File: src/rtl/lookahead_routing_pipe.sv
// Per-input-port lookahead routing stage. The next-hop one-hot is computed on head flits and held for body/tail flits.
// Latency: 1 cycle from accepted flit to out_valid. in_ready is low while the output is stalled. LOOKAHEAD_ERR_CNT_EN enables err_count.
module lookahead_routing_pipe #(
  parameter int XW        = 3,
  parameter int YW        = 3,
  parameter int MESH_X    = 8,
  parameter int MESH_Y    = 8,
  parameter int DIM_ORDER = 0,
  parameter int DATA_W    = 32
) (
  input  logic              clk,
  input  logic              rst,
  input  logic [XW-1:0]     position_x,
  input  logic [YW-1:0]     position_y,
  input  logic              in_valid,
  output logic              in_ready,
  input  logic              in_head,
  input  logic              in_tail,
  input  logic [XW-1:0]     in_dest_x,
  input  logic [YW-1:0]     in_dest_y,
  input  logic [4:0]        in_routing,
  input  logic [DATA_W-1:0] in_data,
  output logic              out_valid,
  input  logic              out_ready,
  output logic [4:0]        out_routing,
  output logic              out_head,
  output logic              out_tail,
  output logic [DATA_W-1:0] out_data,
  output logic              err,
  output logic [7:0]        err_count
);

  localparam logic [4:0] R_N = 5'b00001;
  localparam logic [4:0] R_S = 5'b00010;
  localparam logic [4:0] R_W = 5'b00100;
  localparam logic [4:0] R_E = 5'b01000;
  localparam logic [4:0] R_L = 5'b10000;

  typedef enum logic [1:0] {S_INIT = 2'd0, S_IDLE = 2'd1, S_PKT = 2'd2} state_t;

  state_t              state_q, state_d;
  logic [3:0][XW-1:0]  np_x_q, np_x_d;
  logic [3:0][YW-1:0]  np_y_q, np_y_d;
  logic [3:0]          off_q, off_d;
  logic [4:0]          route_q, route_d;
  logic                out_valid_q, out_valid_d;
  logic [4:0]          out_routing_q, out_routing_d;
  logic                out_head_q, out_head_d;
  logic                out_tail_q, out_tail_d;
  logic [DATA_W-1:0]   out_data_q, out_data_d;
  logic                err_q, err_d;

  logic                dir_ok;
  logic [1:0]          sel;
  logic [XW-1:0]       p_x;
  logic [YW-1:0]       p_y;
  logic                dest_bad;
  logic                head_err;
  logic [4:0]          x_rt, y_rt, head_rt;
  logic                acc, drop, flit_err;

  // Index 0..3 follows the in_routing bit order: N, S, W, E.
  always_comb begin
    np_x_d    = {4{position_x}};
    np_y_d    = {4{position_y}};
    np_y_d[0] = position_y - YW'(1);
    np_y_d[1] = position_y + YW'(1);
    np_x_d[2] = position_x - XW'(1);
    np_x_d[3] = position_x + XW'(1);
    off_d[0]  = (position_y == '0);
    off_d[1]  = (position_y == YW'(MESH_Y - 1));
    off_d[2]  = (position_x == '0);
    off_d[3]  = (position_x == XW'(MESH_X - 1));
  end

  always_comb begin
    dir_ok = 1'b1;
    sel    = 2'd0;
    case (in_routing)
      R_N:     sel = 2'd0;
      R_S:     sel = 2'd1;
      R_W:     sel = 2'd2;
      R_E:     sel = 2'd3;
      default: dir_ok = 1'b0;
    endcase
    p_x      = np_x_q[sel];
    p_y      = np_y_q[sel];
    dest_bad = (32'(in_dest_x) >= 32'(MESH_X)) || (32'(in_dest_y) >= 32'(MESH_Y));
    head_err = !dir_ok || dest_bad || off_q[sel];
    x_rt     = (p_x > in_dest_x) ? R_W : (p_x < in_dest_x) ? R_E : R_L;
    y_rt     = (p_y > in_dest_y) ? R_N : (p_y < in_dest_y) ? R_S : R_L;
    if (head_err)
      head_rt = R_L;
    else if (DIM_ORDER == 0)
      head_rt = (x_rt != R_L) ? x_rt : y_rt;
    else
      head_rt = (y_rt != R_L) ? y_rt : x_rt;
  end

  // FSM: state register
  always_ff @(posedge clk or negedge rst) begin
    if (!rst) state_q <= S_INIT;
    else      state_q <= state_d;
  end

  // FSM: next state
  always_comb begin
    state_d = state_q;
    case (state_q)
      S_INIT: state_d = S_IDLE;
      S_IDLE: if (acc && in_head && !in_tail) state_d = S_PKT;
      S_PKT:  if (acc) state_d = in_tail ? S_IDLE : S_PKT;
      default: state_d = S_INIT;
    endcase
  end

  // FSM: outputs
  always_comb begin
    in_ready = (state_q != S_INIT) && (!out_valid_q || out_ready);
  end

  assign acc      = in_valid && in_ready;
  assign drop     = acc && !in_head && (state_q == S_IDLE);
  // A head arriving mid-packet aborts the old packet but is still routed and forwarded.
  assign flit_err = drop || (acc && in_head && (head_err || (state_q == S_PKT)));

  always_comb begin
    route_d       = route_q;
    out_valid_d   = out_valid_q;
    out_routing_d = out_routing_q;
    out_head_d    = out_head_q;
    out_tail_d    = out_tail_q;
    out_data_d    = out_data_q;
    err_d         = flit_err;
    if (out_ready) out_valid_d = 1'b0;
    if (acc && in_head) route_d = head_rt;
    if (acc) begin
      out_valid_d = !drop;
      if (!drop) begin
        out_routing_d = in_head ? head_rt : route_q;
        out_head_d    = in_head;
        out_tail_d    = in_tail;
        out_data_d    = in_data;
      end
    end
  end

  always_ff @(posedge clk or negedge rst) begin
    if (!rst) begin
      np_x_q        <= '0;
      np_y_q        <= '0;
      off_q         <= '0;
      route_q       <= R_L;
      out_valid_q   <= 1'b0;
      out_routing_q <= R_L;
      out_head_q    <= 1'b0;
      out_tail_q    <= 1'b0;
      out_data_q    <= '0;
      err_q         <= 1'b0;
    end else begin
      np_x_q        <= np_x_d;
      np_y_q        <= np_y_d;
      off_q         <= off_d;
      route_q       <= route_d;
      out_valid_q   <= out_valid_d;
      out_routing_q <= out_routing_d;
      out_head_q    <= out_head_d;
      out_tail_q    <= out_tail_d;
      out_data_q    <= out_data_d;
      err_q         <= err_d;
    end
  end

`ifdef LOOKAHEAD_ERR_CNT_EN
  logic [7:0] cnt_q, cnt_d;

  always_comb begin
    cnt_d = cnt_q;
    if (err_d && (cnt_q != 8'hff)) cnt_d = cnt_q + 8'd1;
  end

  always_ff @(posedge clk or negedge rst) begin
    if (!rst) cnt_q <= 8'd0;
    else      cnt_q <= cnt_d;
  end

  assign err_count = cnt_q;
`else
  assign err_count = 8'd0;
`endif

  assign out_valid   = out_valid_q;
  assign out_routing = out_routing_q;
  assign out_head    = out_head_q;
  assign out_tail    = out_tail_q;
  assign out_data    = out_data_q;
  assign err         = err_q;

endmodule

File: config.mk
export PLATFORM = sky130hd
export DESIGN_NAME = lookahead_routing_pipe
export DESIGN_NICKNAME = d
export VERILOG_FILES = /design/src/rtl/lookahead_routing_pipe.sv
export SDC_FILE = /design/constraint.sdc
export NUM_CORES = 1
export LEC_CHECK = 0
export BUFFER_PORTS_ARGS = -buffer_cell sky130_fd_sc_hd__buf_2
export CAP_MARGIN = 15
export CORE_MARGIN = 1.5
export CORE_UTILIZATION = 49
export DETAILED_ROUTE_END_ITERATION = 7
export PLACE_DENSITY = 0.79
export SYNTH_ARGS = -nofsm -noshare
export SYNTH_HDL_FRONTEND = slang
export SYNTH_SLANG_ARGS = --single-unit
File: constraint.sdc
create_clock -name clk -period 2.1 [get_ports clk]
set_input_delay 0.42 -clock clk [delete_from_list [all_inputs] [get_ports clk]]
set_output_delay 0.42 -clock clk [all_outputs]
set_load 0.01 [all_outputs]
* Yosys cells after proc, flatten, opt, wreduce, memory -nomap -nowiden *
Index checks and enable logic that the tools add are counted.

storage, ports and cells
  output and inout bits = 50
  flip-flop bits (word level) = 70
  bits in writable memories = 0
  memory bits (read-only) = 0
  bits in latches = 0
  bits of input ports = 55
  memories = 0
  word-level logic and storage cells = 81

cells by class
  equality and inequality tests = 11
  shift operators = 0
  divide/modulo/power cells = 0
  order comparisons = 5
  muxes and demuxes = 21
  add/subtract/negate cells = 4
  multiply operators = 0
  bitwise gates (word level) = 1
  reductions and logical operators = 24

operators by type and width
  kind                   count
  $mux W5                7
  $bmux W3 S2            2
  $pmux W2 S3            2
  $logic_and A1 B1 Y1    7
  $add A3 B1 Y3 const B  2
  $eq A3 B3 Y1 const B   2
  $gt A3 B3 Y1           2
  $logic_not A3 Y1       2
  $lt A3 B3 Y1           2
  $mux W2                3
  $mux W3                2
  $sub A3 B1 Y3 const B  2
  $eq A5 B1 Y1 const B   1
  $eq A5 B2 Y1 const B   1
  $eq A5 B3 Y1 const B   1
  $eq A5 B4 Y1 const B   1
  $logic_not A1 Y1       5
  $ne A5 B5 Y1 const B   1
  $logic_or A1 B1 Y1     4
  $mux W1                4
  $ne A2 B2 Y1 const B   2
  $reduce_and A2 Y1      2
  $reduce_bool A2 Y1     2
  $reduce_or A4 Y1       1
  other kinds (6)        6

* Depth between registers and ports, before layout *
  depth in word-level cells = 11
  mapped depth = 10
  mapped depth without buffers = 10

* Least setup slack after synthesis *
Ideal clock, no wire load.

  path type = input to register
  start point = input in_routing[1]
  end point = register out_routing_q[0] (netlist: out_routing[0])
  setup time = 96 ps
  buffers on the path = 0
  path slack = -381 ps
  arrival time = 2386 ps
  cell stages on the path = 10
  data required time = 2004 ps
  cell sequence = xnor2_1 -> nor4_1 -> mux2i_1 -> o21ai_0 -> ha_1 -> nand3_1 -> a21oi_1 -> a21boi_0 -> nand2_1 -> o31ai_1

on the way
  longest elaborated chain between the ends = 11
  elaborated cells between the ends (all ways) = 25
  classes of those cells = order compare (3); eq/ne (5); mux (14); reduce/logical (3)

ends and longest elaborated chain
  item                                        line  source
  from (decl)                                 21    input logic [4:0] in_routing,
  $eq A5 B4 Y1, or another cell as far along  79    case (in_routing)
  $pmux W2 S3                                 79
  $bmux W3 S2                                 86    p_x = np_x_q[sel];
  $mux W3 (not written as such)               86
  $lt A3 B3 Y1                                90    x_rt = (p_x > in_dest_x) ? R_W : (p_x < in_dest_x) ? R_E : R_L;
  $mux W5 (2 in series)                       90
  $ne A5 B5 Y1                                95    head_rt = (x_rt != R_L) ? x_rt : y_rt;
  $mux W5                                     95
  $mux W5 (*)                                 92    if (head_err)
  $mux W5 (*)                                 140   out_routing_d = in_head ? head_rt : route_q;
  to (signal assigned)                        166   out_routing_q <= out_routing_d;
  to (decl)                                   47    logic [4:0] out_routing_q, out_routing_d;

Mark *: on every way between the ends. The rest lies on a longest branch, timed or not. The select of a mux whose other input is x is not followed.
A chain may end at the register's enable or synchronous reset.

* Worst setup path after layout *
Same ends and word-level chain as after synthesis.

==> results.json <==
{
  "status": "finished with violations",
  "violations": "negative setup slack",
  "placed_area_mm2": 0.00364,
  "power_density_mw_per_mm2": 841,
  "slew_headroom_pct": 64.4,
  "ir_worst_vdd_mv": 0.412,
  "clkTransAtPathRegs_ns": 0.07,
  "synth_commonest_cells": "nand2_1, dfrtp_1, ha_1, inv_1, o21ai_0",
  "drcViolationCount": 0,
  "finalSetupViolations": 2,
  "avgSynthCellArea_um2": 9.56,
  "cp.arrival_ns": 2.39,
  "synthesis.area_mm2": 0.00296,
  "clock_path_buffers": 2,
  "max_slew.worst_pin.slew_ns": 0.534,
  "grt_usage_pct": 19.9,
  "grt_pass1_wl_um": 9720,
  "r2r_slack_ns": 0.39,
  "period_share_pct": 102,
  "cp_top_family": "compound AO/OA/AOI/OAI gates",
  "final-hold-violation-count": 0,
  "ant_nets": 0,
  "die_h_um": 80.8,
  "ys_seq_elements": 68,
  "pre_cts_ws_ns": -0.586,
  "synthMuxAreaShare_pct": 1.35,
  "cp_num_buf_inv": 3,
  "synth-edff-count": 0,
  "vias": 2438,
  "hold_buffers": 0,
  "die_x_um": 80.8,
  "synth_area_leaders": "dfrtp_1, nand2_1, ha_1",
  "start_util_pct": 50.4,
  "rows": 28,
  "finClkSkew_ns": 0.0100,
  "dpl.cell_count": 487,
  "dr.pass1.iters": 5,
  "worstSetupPathType": "input pin to flop",
  "setup.worst_path.start": "in_routing[1]",
  "root_buffer": "clkbuf_8",
  "hold_ws_ns": 0.0506,
  "core-area_mm2": 0.00589,
  "drv_cap": 0,
  "synth_ff_type": "dfrtp_1",
  "cts_tree": "yes",
  "cts_buffers": 9,
  "clkSinkCount": 68,
  "yosys.area_share.simple_pct": 21.7,
  "synth_top_family_by_area": "simple AND/OR/NAND/NOR gates",
  "stdcell_area_mm2": 0.00392,
  "hpwl_um": 4630,
  "period_needed_ns": 2.15,
  "area_growth_pct": 32.1,
  "grt_use_met2_pct": 32.5,
  "leakage_nw": 2.15,
  "grt_max_degree": 38,
  "gp_congestion": 0.731,
  "port_buffers": 96,
  "cp-start-kind": "input pin",
  "synth_top_area_share_pct": 55.7,
  "yosys_warnings": 0,
  "routed_via_density": 4.82,
  "synthAdderAreaFrac_pct": 5.91,
  "ys_seq_area_share_pct": 57.5,
  "grt_util_met1_pct": 25.1,
  "slew_violations": 0,
  "grt_overflow": 0,
  "use_met3_pct": 5.28,
  "max_stage_delay_ns": 0.32,
  "synth-compound-area-share_pct": 7.68,
  "yosys.area_share.xor_xnor_pct": 0.886,
  "wirelength_um": 6380,
  "postSynthCellCount": 310,
  "fin_tns_setup_ns": -0.0477,
  "n_antenna_cell": 0,
  "max_clock_freq_ghz": 0.466,
  "crit_path_frequent_cell": "buf_4",
  "rsz0062_at_grt": "yes",
  "r2r_start": "np_y_q[10]$_DFF_PN0_",
  "yosysUniqueCellTypes": 38,
  "crit_required_ns": 2.34,
  "setup_ws_ns": -0.0460,
  "drive_above_1_share_pct": 35.3,
  "htreeDepth": 3,
  "drtIter0Drc": 115,
  "grt_pass1_vias": 2153,
  "final_cells": 506,
  "critPathMaxFanout": 9,
  "wl_per_cell_um": 12.6,
  "die_area_mm2": 0.00652,
  "worstPathCellList": "buf_8, buf_4, buf_4, nor3_2, o21ai_4, nor2_1, a31oi_1, ha_1, nor2b_4, o21ai_2, a21boi_2, nand2_1, o31ai_1",
  "hold_class": "input pin to asynchronous set/reset pin",
  "antenna_found_initial": 0,
  "slowest_stage": "ha_1",
  "clock_latency_ns": 0.34,
  "busiest_layer": "met2",
  "yosysMostFrequentCell": "nand2_1",
  "async_flop_share_pct": 100,
  "post-synth-top-area-cell": "dfrtp_1",
  "io-pin-count": 105,
  "fin_nets": 495,
  "cp-end-kind": "flop"
}
[path summary, 6_finish.rpt]
path	end	cells past startpoint
hold / removal	out_data[25]$_DFFE_PN0P_	1
max in group asynchronous	out_data[30]$_DFFE_PN0P_	2
hold reg to reg	out_data[6]$_DFFE_PN0P_	2
min in group clk	np_y_q[10]$_DFF_PN0_	1
setup / recovery	out_routing[0]$_DFFE_PN0P_	13
setup reg to reg	out_routing[0]$_DFFE_PN0P_	8
[flip-flops by register name (all words and copies together), names as in the netlist]
register	count
out_tail	1
np_y_q	8
state_q	2
np_x_q	8
route_q	5
out_data	32
err	1
out_valid	1
out_head	1
off_q	4
out_routing	5
[worst register-to-register path: stages (launching register included)]
cell and delay, ns:
dfrtp_1 0.38, nor2_1 0.13, a31oi_1 0.06, ha_1 0.33, nor2b_4 0.16, o21ai_2 0.08
a21boi_2 0.15, nand2_1 0.09, o31ai_1 0.23
[per-layer routing]
layer  wire (um)  vias to the layer above
met1        2770                     1135
met5           0                        -
met3         402                       11
met4         101                        0
li1            -                     1217
met2        3110                       75
[layout make-up]
type	instances	area, um2
fill	496	1970
sequential	68	1700
multi-input combinational	219	1250
timing repair buffer	115	652
clock buffer	12	145
tap	75	93.8
inverter	13	48.8
clock inverter	4	25.0
[power breakdown]
group | internal, W | leakage (nW) | switching, W
Sequential | 0.00152 | 0.840 | 0.0000909
Combinational | 0.000328 | 1.22 | 0.000431
Clock | 0.000457 | 0.0824 | 0.000467
Total | 0.00230 | 2.15 | 0.000989
[cell usage in the layout (no fill, tap or decap), types with 2 or more instances in the layout]
cell,instances
clkinvlp_4,2
inv_1,13
a21oi_2,3
mux2i_1,4
o21ai_1,4
buf_2,94
a31oi_1,4
o31ai_1,4
ha_1,14
nand3_2,3
nand3_1,2
nor3b_1,2
clkbuf_1,2
dfrtp_1,66
and3_1,4
dfstp_2,2
nor2_1,9
buf_4,18
xor2_1,2
a21oi_1,5
conb_1,8
o21ai_2,3
clkbuf_8,10
nand2b_1,2
nor2b_1,5
nand2_1,115
o21ai_0,5
clkinv_2,2
[kinds of logic after synthesis]
kind of cell | after synthesis
adders and majority gates | 14
xor gates and xnor gates | 3
other | 1
DFF | 68
and+or+nand+nor | 153
buffers and inverters | 30
muxes | 4
AOI/OAI and AO/OA | 37
[repair_timing]
| item | 4_1_cts | 5_1_grt |
|---|---|---|
| resized for setup | 3 | 20 |
| pin swaps | 4 | 16 |
| setup buffers | 1 | 2 |
| setup endpoints to repair | 10 | 10 |
[metrics by stage]
| step | total power [W] | util, % |
|---|---|---|
| 3_3_place_gp | 0.00234 | 61.9 |
| 5_1_grt | 0.00350 | 66.5 |
| 6_report | 0.00329 | 66.5 |
| 2_1_floorplan | 0.00201 | - |
| 4_1_cts | 0.00330 | 65.2 |
| 3_5_place_dp | 0.00237 | 61.9 |
No activity file was read; power rests on OpenSTA's default activity.
